### src/rtl/alu_arbiter.sv
// alu_arbiter: round-robin arbiter sharing one external ALU between two requesters
module alu_arbiter #(
    parameter int WIDTH = 32
) (
    input  logic             clk,
    input  logic             rst,
    input  logic             req0,
    input  logic             req1,
    input  logic [WIDTH-1:0] a0,
    input  logic [WIDTH-1:0] a1,
    input  logic [WIDTH-1:0] b0,
    input  logic [WIDTH-1:0] b1,
    input  logic [2:0]       op0,
    input  logic [2:0]       op1,
    input  logic [WIDTH-1:0] alu_result,
    input  logic             alu_zero,
    output logic [WIDTH-1:0] ReadData1,
    output logic [WIDTH-1:0] ReadData2,
    output logic [2:0]       ALUop,
    output logic             ALUSrcA,
    output logic             ALUSrcB,
    output logic [WIDTH-1:0] Ext,
    output logic [WIDTH-1:0] Sa,
    output logic             ack0,
    output logic             ack1,
    output logic [WIDTH-1:0] result,
    output logic             zero,
    output logic             busy
);
    typedef enum logic [1:0] {IDLE, EXEC, RESP} state_t;
    state_t           state, state_nxt;
    logic             ptr, owner, grant, pick;
    logic [WIDTH-1:0] opa, opb;
    logic [2:0]       opc;

    // Grant only from IDLE; on contention the pointer names the winner
    always_comb begin
        pick = (req0 && req1) ? ptr : req1;
        grant = state == IDLE && (req0 || req1);
        state_nxt = state == EXEC ? RESP : state == RESP ? IDLE : grant ? EXEC : IDLE;
    end

    // State register, operand capture on grant, ALU result capture in EXEC
    always_ff @(posedge clk) begin
        if (rst) begin
            state  <= IDLE;
            ptr    <= 1'b0;
            owner  <= 1'b0;
            opa    <= '0;
            opb    <= '0;
            opc    <= '0;
            result <= '0;
            zero   <= 1'b0;
        end else begin
            state <= state_nxt;
            if (grant) begin
                owner <= pick;
                ptr   <= ~pick;
                opa   <= pick ? a1 : a0;
                opb   <= pick ? b1 : b0;
                opc   <= pick ? op1 : op0;
            end
            if (state == EXEC) begin
                result <= alu_result;
                zero   <= alu_zero;
            end
        end
    end

    assign ReadData1 = opa;
    assign ReadData2 = opb;
    assign ALUop     = opc;
    assign ALUSrcA   = 1'b0;
    assign ALUSrcB   = 1'b0;
    assign Ext       = '0;
    assign Sa        = '0;
    assign ack0      = state == RESP && !owner;
    assign ack1      = state == RESP && owner;
    assign busy      = state != IDLE;
endmodule
### config.mk
export PLATFORM = sky130hd
export DESIGN_NAME = alu_arbiter
export DESIGN_NICKNAME = d
export VERILOG_FILES = /design/src/rtl/alu_arbiter.sv
export SDC_FILE = /design/constraint.sdc
export NUM_CORES = 1
export LEC_CHECK = 0
export ABC_AREA = 1
export CAP_MARGIN = 20
export CORE_AREA = 2 2 133 135
export CTS_CLUSTER_SIZE = 30
export DETAILED_ROUTE_END_ITERATION = 10
export DIE_AREA = 0 0 135 137
export PLACE_DENSITY = 0.74
export SYNTH_ARGS = -nofsm -noshare
export SYNTH_HDL_FRONTEND = slang
export SYNTH_SLANG_ARGS = --single-unit
### constraint.sdc
create_clock -name clk -period 3.3 [get_ports clk]
set_clock_uncertainty 0.05 [all_clocks]
set_input_delay 0.33 -clock clk [delete_from_list [all_inputs] [get_ports clk]]
set_output_delay 0.33 -clock clk [all_outputs]
set_load 0.005 [all_outputs]
After elaboration in Yosys (flattened, before gate mapping)

Index checks and enable logic that the tools add are counted.

Register bits: 104
Input port bits: 171
Output and inout port bits: 169
Word-level logic and storage cells: 28

Eq/ne operators: 2
Muxes and demuxes: 7
Bitwise operators: 1
Reduce and logical (&&, ||, !) cells: 9

Operators by type and width:

| operator           | count |
|---|---|
| $mux 32            | 2 |
| $logic_and 1x1->1  | 4 |
| $mux 1             | 3 |
| $mux 3             | 1 |
| $reduce_or 3->1    | 1 |
| $eq 2x1->1 const B | 1 |
| $eq 2x2->1 const B | 1 |
| $logic_not 2->1    | 1 |
| $mux 2             | 1 |
| $reduce_bool 2->1  | 1 |
| $logic_not 1->1    | 1 |
| $logic_or 1x1->1   | 1 |
| $not 1->1          | 1 |

Logic depth before layout (Yosys ltp)

Word-level depth: 5
Depth in mapped cells: 8
Mapped depth without buffers: 6

Worst setup path after synthesis

No wires, ideal clock.

Path kind: input to register
Start: in req1
End: reg opb[10], in the netlist ReadData2[10]
Library setup time: 0.112 ns
Arrival time: 1.075 ns
Data required time: 3.138 ns
Slack: 2.064 ns
Stages on the path: 6
Buffers on the path: 3
Cell sequence: buf_2 > buf_2 > buf_2 > a21oi_1 > nor2_1 > nor2_1

Word-level cells in the longest chain between the ends: 3
Elaborated cells between the ends (all ways): 5
Those cells by class: mux: 2; reduce/logical: 3

RTL lines:

| item                   | RTL line | RTL |
|---|---|---|
| start: declaration     | 8        | `input logic req1,` |
| $logic_and 1x1->1      | 38       | `pick = (req0 && req1) ? ptr : req1;` |
| $mux 1                 | 38       |  |
| $mux 32                | 60       | `opb <= pick ? b1 : b0;` |
| end signal: assignment | 60       |  |
| end: declaration       | 33       | `logic [WIDTH-1:0] opa, opb;` |

Parallel ways exist; a longest one is shown, timed or not.
A chain may end at the register's enable or synchronous reset.

Final worst setup path

Start: in req0
End: reg opb[21], in the netlist ReadData2[21]

Word-level cells in the longest chain between the ends: 3
Elaborated cells between the ends (all ways): 5
Those cells by class: mux: 2; reduce/logical: 3

RTL lines:

| item               | RTL line | RTL |
|---|---|---|
| start: declaration | 7        | `input logic req0,` |
| $logic_and 1x1->1  | 38       |  |
| $mux 1             | 38       |  |
| $mux 32            | 60       |  |

Parallel ways exist; a longest one is shown, timed or not.

==> results.json <==
{
  "utilization_pct": 51.0,
  "start_util_pct": 34.0,
  "clkTransAtPathRegs_ns": 0.07,
  "finalSetupViolations": 0,
  "overflow": 0,
  "combPwrFrac_pct": 29.8,
  "via_per_inst": 4.25,
  "worstSkewPairLatency_ns": 0.35,
  "cts_resized": 0,
  "rsz0062_at_grt": "no",
  "crit_arrival_ns": 2.15,
  "htreeDepth": 3,
  "synth_common_cells": "nand2_1, nor2_1, inv_1",
  "critPathBufInv": 2,
  "power.leakage_nw": 4.24,
  "place_congestion": 0.820,
  "cp.required_ns": 3.49,
  "synth_top_area_share_pct": 35.9,
  "grt_pass1_wl_um": 26500,
  "clk_root_buffer_cell": "clkbuf_16",
  "yosysUniqueCellTypes": 16,
  "fin_crit_ns": 1.96,
  "dpl.cell_count": 1401,
  "io_pins": 340,
  "slew_violations": 0,
  "hold_viol_final": 0,
  "crit_chain": "clkdlybuf4s50_1, nand2_4, buf_4, a21oi_1, nor2_1, nor2_1",
  "min_path_type": "flop to flop",
  "p_clk_share_pct": 29.3,
  "synth.most_common_cell": "nand2_1",
  "yosys.area.top_type": "dfxtp_1",
  "cap_violations": 0,
  "cts_tree": "done",
  "clock_path_buffers": 2,
  "grt_util_all_layers_pct": 17.8,
  "die_h_um": 137,
  "dpl.hpwl_um": 11800,
  "relSlewSlack_pct": 27.5,
  "switching_power_mw": 1.05,
  "firstDrtPassIters": 4,
  "die_w_um": 135,
  "io_buffer_count": 273,
  "p_int_mw": 2.48,
  "final_nets": 1359,
  "synth_edf_count": 0,
  "clock-sinks": 104,
  "synth_area_leaders": "dfxtp_1, nand2_1, buf_4, nor2_1, inv_1",
  "ys_seq_area_share_pct": 35.9,
  "fin_setup_tns_ns": 0,
  "vias": 6035,
  "setup.worst_path.start_class": "primary input",
  "swShare_pct": 29.8,
  "drive_gt1_share_pct": 2.60,
  "cpMaxStageDelayCell": "clkdlybuf4s50_1",
  "post_cts_buffers": 0,
  "detail-route-antenna-nets": 0,
  "preCtsSetupSlack_ns": 0.994,
  "antenna_found_initial": 1,
  "syn_area_um2": 5790,
  "wl_um": 17100,
  "fin_crit_sh_pct": 59.3,
  "peakVddDrop_v": 0.000302,
  "worst_pin_slew_ns": 1.09,
  "ys_warn_count": 0,
  "status": "finished clean",
  "fin_ws_ns": 1.34,
  "dieArea_um2": 18500,
  "path_max_fanout": 57,
  "path_delay_family": "buffers and inverters",
  "r2r_setup_slack_ns": 1.55,
  "async_flop_share_pct": 0,
  "grt_max_degree": 102,
  "fmax_mhz": 511,
  "holdBufCountCts": 0,
  "core_um2": 17100,
  "cp-end-kind": "flop",
  "ys_seq_elements": 104,
  "stdcell_count": 1419,
  "synth_area_per_cell_um2": 6.06,
  "rows": 48,
  "cpMostUsedCell": "nor2_1",
  "seqPwrFrac_pct": 40.9,
  "netlist_instances": 956,
  "synth-main-ff-cell": "dfxtp_1",
  "hold_slack_ns": 0.418,
  "wl_per_cell_um": 12.1,
  "numCtsBuffers": 9,
  "max_stage_delay_ns": 0.53,
  "syn2layout_area_growth_pct": 50.0,
  "drc": 0,
  "drt_iter0_markers": 237,
  "critPathKind": "primary input to flop",
  "grt_pass1_vias": 5590,
  "power_density_nw_per_um2": 406
}
final timing paths:
kind | from | endpoint | cells past startpoint
max reg2reg | ptr | ReadData2[21] | 6
max | req0 | ReadData2[21] | 6
min | result[5] | result[5] | 2
min reg2reg | result[5] | result[5] | 2
power by group through the flow:
stage / logic (mW) / clock network, mW / registers, mW
6_report: 1.05 / 1.04 / 1.44
5_1_grt: 1.19 / 1.12 / 1.46
4_1_cts: 1.05 / 1.08 / 1.44
3_5_place_dp: 1.05 / 0 / 1.47
3_3_place_gp: 1.05 / 0 / 1.47
2_1_floorplan: 0.545 / 0 / 1.48
metrics by stage:
step | power (mW) | area [µm²]
after floorplan | 2.03 | 6040
after global routing | 3.76 | 8690
after detailed placement | 2.52 | 8380
final | 3.53 | 8690
after global placement | 2.51 | 8380
after CTS | 3.58 | 8660
layer usage:
metal / global-route usage [%] / part of all wire (%) / up-vias / routed length (µm)
li1: - / - / 3185 / -
met1: 20.1 / 41 / 2593 / 7050
met2: 30.8 / 48 / 232 / 8150
met3: 6.74 / 9.4 / 25 / 1600
met4: 6.31 / 1.8 / 0 / 306
met5: 0 / 0 / - / 0
cell usage in the layout, fill, tap and decap left out:
master and count:
clkdlybuf4s50_1 272, clkbuf_8 1, a21oi_1 69, buf_16 1
buf_4 8, clkbuf_16 9, nand2_1 272, clkbuf_1 1
diode_2 1, clkinvlp_4 1, clkinv_1 1, nor2_1 139
dfxtp_1 104, inv_1 136, o21ai_4 1, clkinv_4 2
inv_2 2, clkinv_2 2, conb_1 66, buf_12 1
inv_8 1, nand2_4 1, nor2_4 1, nand3_1 102
tightest hold or removal path, cell delays in order, from the launching register on:
cell and delay, ns:
dfxtp_1 0.31, nand3_1 0.07, nand2_1 0.04
flip-flops by register name, indices dropped and copies added (netlist names):
name       flops
ReadData1     32
ReadData2     32
result        32
ALUop          3
state          2
owner          1
ptr            1
zero           1
area by class of cell:
| class | instances | area [µm²] |
|---|---|---|
| multi-input combinational | 651 | 2690 |
| fill | 1734 | 8360 |
| timing repair buffer | 282 | 2830 |
| inverter | 140 | 527 |
| tap | 225 | 282 |
| sequential | 104 | 2080 |
| clock inverter | 5 | 41.3 |
| clock buffer | 11 | 243 |
| antenna | 1 | 2.50 |
cells by family after synthesis:
logic type             count (synthesis)  synth area share [%]
AOI/OAI and AO/OA                     70                  6.11
buffers and inverters                266                  22.2
DFF                                  104                  35.9
other                                  1                0.0647
and+or+nand+nor                      515                  35.7
No activity file was read; power rests on OpenSTA's default activity.
==> variant 1: new RTL, same settings <==
Set the parameter `WIDTH` to 28 (it was 32).
--- a/src/rtl/alu_arbiter.sv
+++ b/src/rtl/alu_arbiter.sv
@@ -1,6 +1,6 @@
 // alu_arbiter: round-robin arbiter sharing one external ALU between two requesters
 module alu_arbiter #(
-    parameter int WIDTH = 32
+    parameter int WIDTH = 28
 ) (
     input  logic             clk,
     input  logic             rst,
Ports: changed (10 resized); port bits go from 340 to 300. No check against the original RTL was run, so the function may have changed too.
==> variant 1 against the unedited design <==
- total power down 7.0%
- sequential share of layout area down 0.21 points
- count of clock-buffer cells in the layout up 1
- area after synthesis down 11%
- final area down 11%
- sequential power down 11%
- setup slack better by 0.065 ns
- clock power up 4%
- routed wire length down 10%
- sequential cell count down 12
- synthesized cell count down 12%
- core utilization down 5.5 points
- via count down 11%
- critical endpoint is now ReadData1[16]$_SDFFE_PP0P_
- largest cell class unchanged
- highest routed layer unchanged
==> variant 1: results (changes against the unedited design) <==
| Metric | Value |
|---|---|
| Status | `finished, final reports clean` |
| Initial antenna violation count | `0 (-1)` |
| Slew headroom | `32.2% (+4.7 points)` |
| Antenna cells | `0 (-1)` |
| Clock transition at the registers of the reported paths | `0.07 ns (about the same)` |
| Leakage | `3.78 nW (-11%)` |
| GP Congestion | `0.758 (-7.5%)` |
| First-pass GRT wire length | `22,900 µm (-13%)` |
| Avg Synthesized Cell Area | `6.09 µm² (+0.43%)` |
| DR pass1 iterations | `5 (+1)` |
| Nets | `1,203 (-11%)` |
| Inst Count DP | `1,266 (-9.6%)` |
| Clock latency on the worst-skew pair | `0.34 ns` |
| Share of layout cells above drive strength 1 | `2.65% (+0.051 points)` |
| IR Drop Worst-Case VDD | `230 µV (-24%)` |
| Post-cts resize count | `0 (unchanged)` |
| CTS Buffer Depth | `2 (unchanged)` |
| Via count | `5,358 (-11%)` |
| Arrival @ worst endpoint | `2.08 ns (-0.07 ns)` |
| Number of global-route vias before repair | `4,657 (-17%)` |
| CP Max Fanout | `63 (+11%)` |
| Commonest cells in the netlist | `nand2_1, inv_1, nor2_1` |
| Hold Path Class | `reg2reg` |
| 1st-iter DRT viols | `246 (+3.8%)` |
| Area contributors post-synth | `dfxtp_1, nand2_1, inv_1` |
| Sequential element share of the synthesized area | `35.8% (-0.13 points)` |
| Tot GR Track Use | `15.6% (-2.3 points)` |
| Fillers | `1,771 (+2.1%)` |
| Critical-path top delay cell | `nand2_4` |
| Post-synthesis async set-or-reset flop share | `0% (unchanged)` |
| Slowest stage delay, CP | `0.52 ns` |
| Pre-CTS setup slack | `1.01 ns (+0.0174 ns)` |
| TritonCTS Buffers | `9 (unchanged)` |
| Largest net degree at the start of global routing | `121 (+19%)` |
| Clock root cell | `clkbuf_16` |
| Yosys warns | `0 (unchanged)` |
| IO buf count | `241 (-12%)` |
| Yosys cell types | `14 (-2)` |
| DP HPWL | `10,700 µm (-9.9%)` |
| H-tree Lvls | `3 (unchanged)` |
| WL final | `15,400 µm (-10%)` |
| Vias per cell | `4.18 (-1.7%)` |
| Post-CTS Setup Repair Bufs | `0 (unchanged)` |
variant 1: cell count changes in the layout (fill, tap and decap cells not counted), moves of 12 or more:
cell,before,now
nand2_1,272,240
clkdlybuf4s50_1,272,240
dfxtp_1,104,92
nor2_1,139,123
inv_1,136,123
nand3_1,102,90
variant 1: worst paths after layout:
path | slack (ns) | from | to | cells after the start
worst max-delay path | 1.41 | req0 | ReadData1[16]$_SDFFE_PP0P_ | 6
worst min register to register | 0.42 | result[17]$_SDFFE_PP0P_ | result[17]$_SDFFE_PP0P_ | 2
worst max register to register | 1.58 | ptr$_SDFFE_PP0P_ | ReadData1[16]$_SDFFE_PP0P_ | 6
worst min-delay path | 0.42 | result[17]$_SDFFE_PP0P_ | result[17]$_SDFFE_PP0P_ | 2
variant 1: critical path: cells and delay by family:
kind / cells / cell delay (ns)
AOI/OAI and AO/OA: 1 / 0.11
buffers and inverters: 2 / 0.92
and+or+nand+nor: 3 / 0.71
variant 1: layer usage:
| metal | vias up | wire length (µm) | track usage [%] |
|---|---|---|---|
| met1 | 2329 | 6610 | 18.4 |
| met3 | 17 | 1230 | 4.30 |
| met2 | 187 | 7250 | 26.8 |
| met4 | 0 | 279 | 5.90 |
| li1 | 2825 | - | - |
| met5 | - | 0 | 0 |
variant 1: final cells by class:
class | count | share of cell area [%]
clock buffer | 12 | 3.18
clock inverter | 4 | 0.726
inverter | 124 | 6.00
multi-input combinational | 575 | 30.6
sequential | 92 | 23.7
tap | 225 | 3.63
timing repair buffer | 250 | 32.1
variant 1: logic make-up (layout without fill, tap and decap cells):
group | count (synthesis) | after routing | synth area share, %
DFF | 92 | 92 | 35.8
other | 1 | 58 | 0.0729
buffers and inverters | 235 | 390 | 22.6
and+or+nand+nor | 455 | 455 | 35.4
AOI/OAI and AO/OA | 62 | 62 | 6.11
variant 1: metrics by stage:
step                      total power [mW]  area [µm²]
after global routing                  3.49        7760
after global placement                2.22        7450
after detailed placement              2.24        7450
after CTS                             3.33        7760
final                                 3.28        7760
after floorplan                       1.79        5360
variant 1: report_power, final:
group / leakage (nW) / switching [mW] / internal [mW]
logic: 2.87 / 0.440 / 0.490
clock network: 0.147 / 0.462 / 0.615
registers: 0.761 / 0.0547 / 1.22
total: 3.78 / 0.956 / 2.33
==> variant 2: new RTL, config.mk and constraints unchanged <==
Without the edit above. Make the reset (`rst`) asynchronous in one clocked block.
--- a/src/rtl/alu_arbiter.sv
+++ b/src/rtl/alu_arbiter.sv
@@ -41,7 +41,7 @@
     end
 
     // State register, operand capture on grant, ALU result capture in EXEC
-    always_ff @(posedge clk) begin
+    always_ff @(posedge clk or posedge rst) begin
         if (rst) begin
             state  <= IDLE;
             ptr    <= 1'b0;
Behaviour: differs if rst is asserted again (counterexample within 4 cycles, from zero or initial values and one cycle with rst high); with rst held inactive, the same outputs for 10 cycles.
==> variant 2 against the unedited design <==
- setup slack gained 0.022 ns
- sequential cell count is the same
- area after synthesis shrank 11%
- fmax grew 1.1%
- die area is the same
- non-clock buffer count grew 3
- routed wire length grew 4.2%
- final area shrank 6.8%
- count of clock-buffer cells in the layout grew 1
- final cell count shrank 24%
- largest cell class unchanged
- highest routed layer unchanged
Power is not compared: it rests on default switching activity, and its combinational part moved more than twofold at a synthesized area within 25%.
==> variant 2: results (changes against the unedited design) <==
| Metric | Value |
|---|---|
| Vias per cell | `4.72 (+11%)` |
| DP Area | `0.00781 mm² (-6.8%)` |
| Slew headroom | `50.5% (+23 points)` |
| Sequential element share of the synthesized area | `50.5% (+15 points)` |
| Hold Path Class | `in2async` |
| Pre-CTS setup slack | `1.17 ns (+0.178 ns)` |
| Post-synthesis async set-or-reset flop share | `100% (+100 points)` |
| GP Congestion | `0.769 (-6.2%)` |
| 1st-iter DRT viols | `232 (-2.1%)` |
| CTS tree | `done` |
| First-pass GRT wire length | `26,900 µm (+1.7%)` |
| Status | `finished, final reports clean` |
| Post-synth top flop | `dfrtp_1` |
| Yosys cell types | `19 (+3)` |
| Arrival @ worst endpoint | `1.55 ns (-0.60 ns)` |
| Routed length per instance | `16.5 µm (+37%)` |
| R2R depth | `5 (-1)` |
| Initial antenna violation count | `0 (-1)` |
| Share of layout cells above drive strength 1 | `4.08% (+1.5 points)` |
| Nets | `1,023 (-25%)` |
| Avg Synthesized Cell Area | `8.51 µm² (+40%)` |
| Worst hold slack | `0.295 ns (-0.124 ns)` |
| Area contributors post-synth | `dfrtp_1, nand3_1, nand2_1` |
| Reg2reg end | `ReadData2[6]$_DFFE_PP0P_` |
| RR Startpoint | `state[0]$_DFF_PP0_` |
| CP Max Fanout | `4 (-93%)` |
| Tot GR Track Use | `18.8% (+1.0 points)` |
| TritonCTS Buffers | `9 (unchanged)` |
| WL final | `17,800 µm (+4.2%)` |
| Largest net degree at the start of global routing | `68 (-33%)` |
| DR pass1 iterations | `4 (unchanged)` |
| Antenna cells | `0 (-1)` |
| Inst Count DP | `1,066 (-24%)` |
| CTS Buffer Depth | `2 (unchanged)` |
| DP HPWL | `12,300 µm (+3.6%)` |
==> variant 2: kinds of logic after synthesis <==
family                 count (synthesis)  synth area share [%]
AOI/OAI and AO/OA                      3                 0.364
buffers and inverters                120                  14.8
DFF                                  104                  50.5
other                                  1                0.0727
and+or+nand+nor                      378                  34.2
==> variant 2: power groups by stage <==
stage / clock (mW) / sequential (mW) / combinational (mW)
global placement: 0 / 2.28 / 3.35
detailed placement: 0 / 2.27 / 3.40
floorplan: 0 / 2.30 / 1.50
global route: 1.18 / 2.35 / 3.69
CTS: 1.13 / 2.28 / 3.41
finish: 1.09 / 2.28 / 3.36
==> variant 2: how the worst max path moves through the flow <==
stage                                  start                   endpoint  slack (ns)  depth (start not counted)
after floorplan                          rst       ALUop[0]$_DFFE_PP0P_        0.19                          1
after global placement                  req0  ReadData1[27]$_DFFE_PP0P_        1.20                          6
after detailed placement                req0  ReadData1[23]$_DFFE_PP0P_        1.17                          6
after CTS                 state[0]$_DFF_PP0_                       ack0        1.34                          2
after global routing      state[0]$_DFF_PP0_                       busy        1.30                          3
final                     state[0]$_DFF_PP0_                       ack0        1.37                          2
==> variant 2: area by class of cell <==
cell class              count  area (µm²)
fillers                  1636        8950
repair buffers            285        2860
flip-flops and latches    104        2600
multi-input cells         447        2050
well taps                 225         282
clock buffers              12         236
clock inverters             4        55.1
inverters                   5        21.3
==> variant 2: critical path: stages (launching register included) <==
cell and delay, ns:
dfrtp_1 0.45, nor3_1 0.21, clkdlybuf4s50_1 0.55
==> variant 2: metal layers <==
layer	routed length, µm	vias to the layer above	track usage [%]
li1	-	2414	-
met1	6830	2388	21.6
met2	8860	284	32.9
met3	1760	26	5.74
met4	365	0	7.41
met5	0	-	0
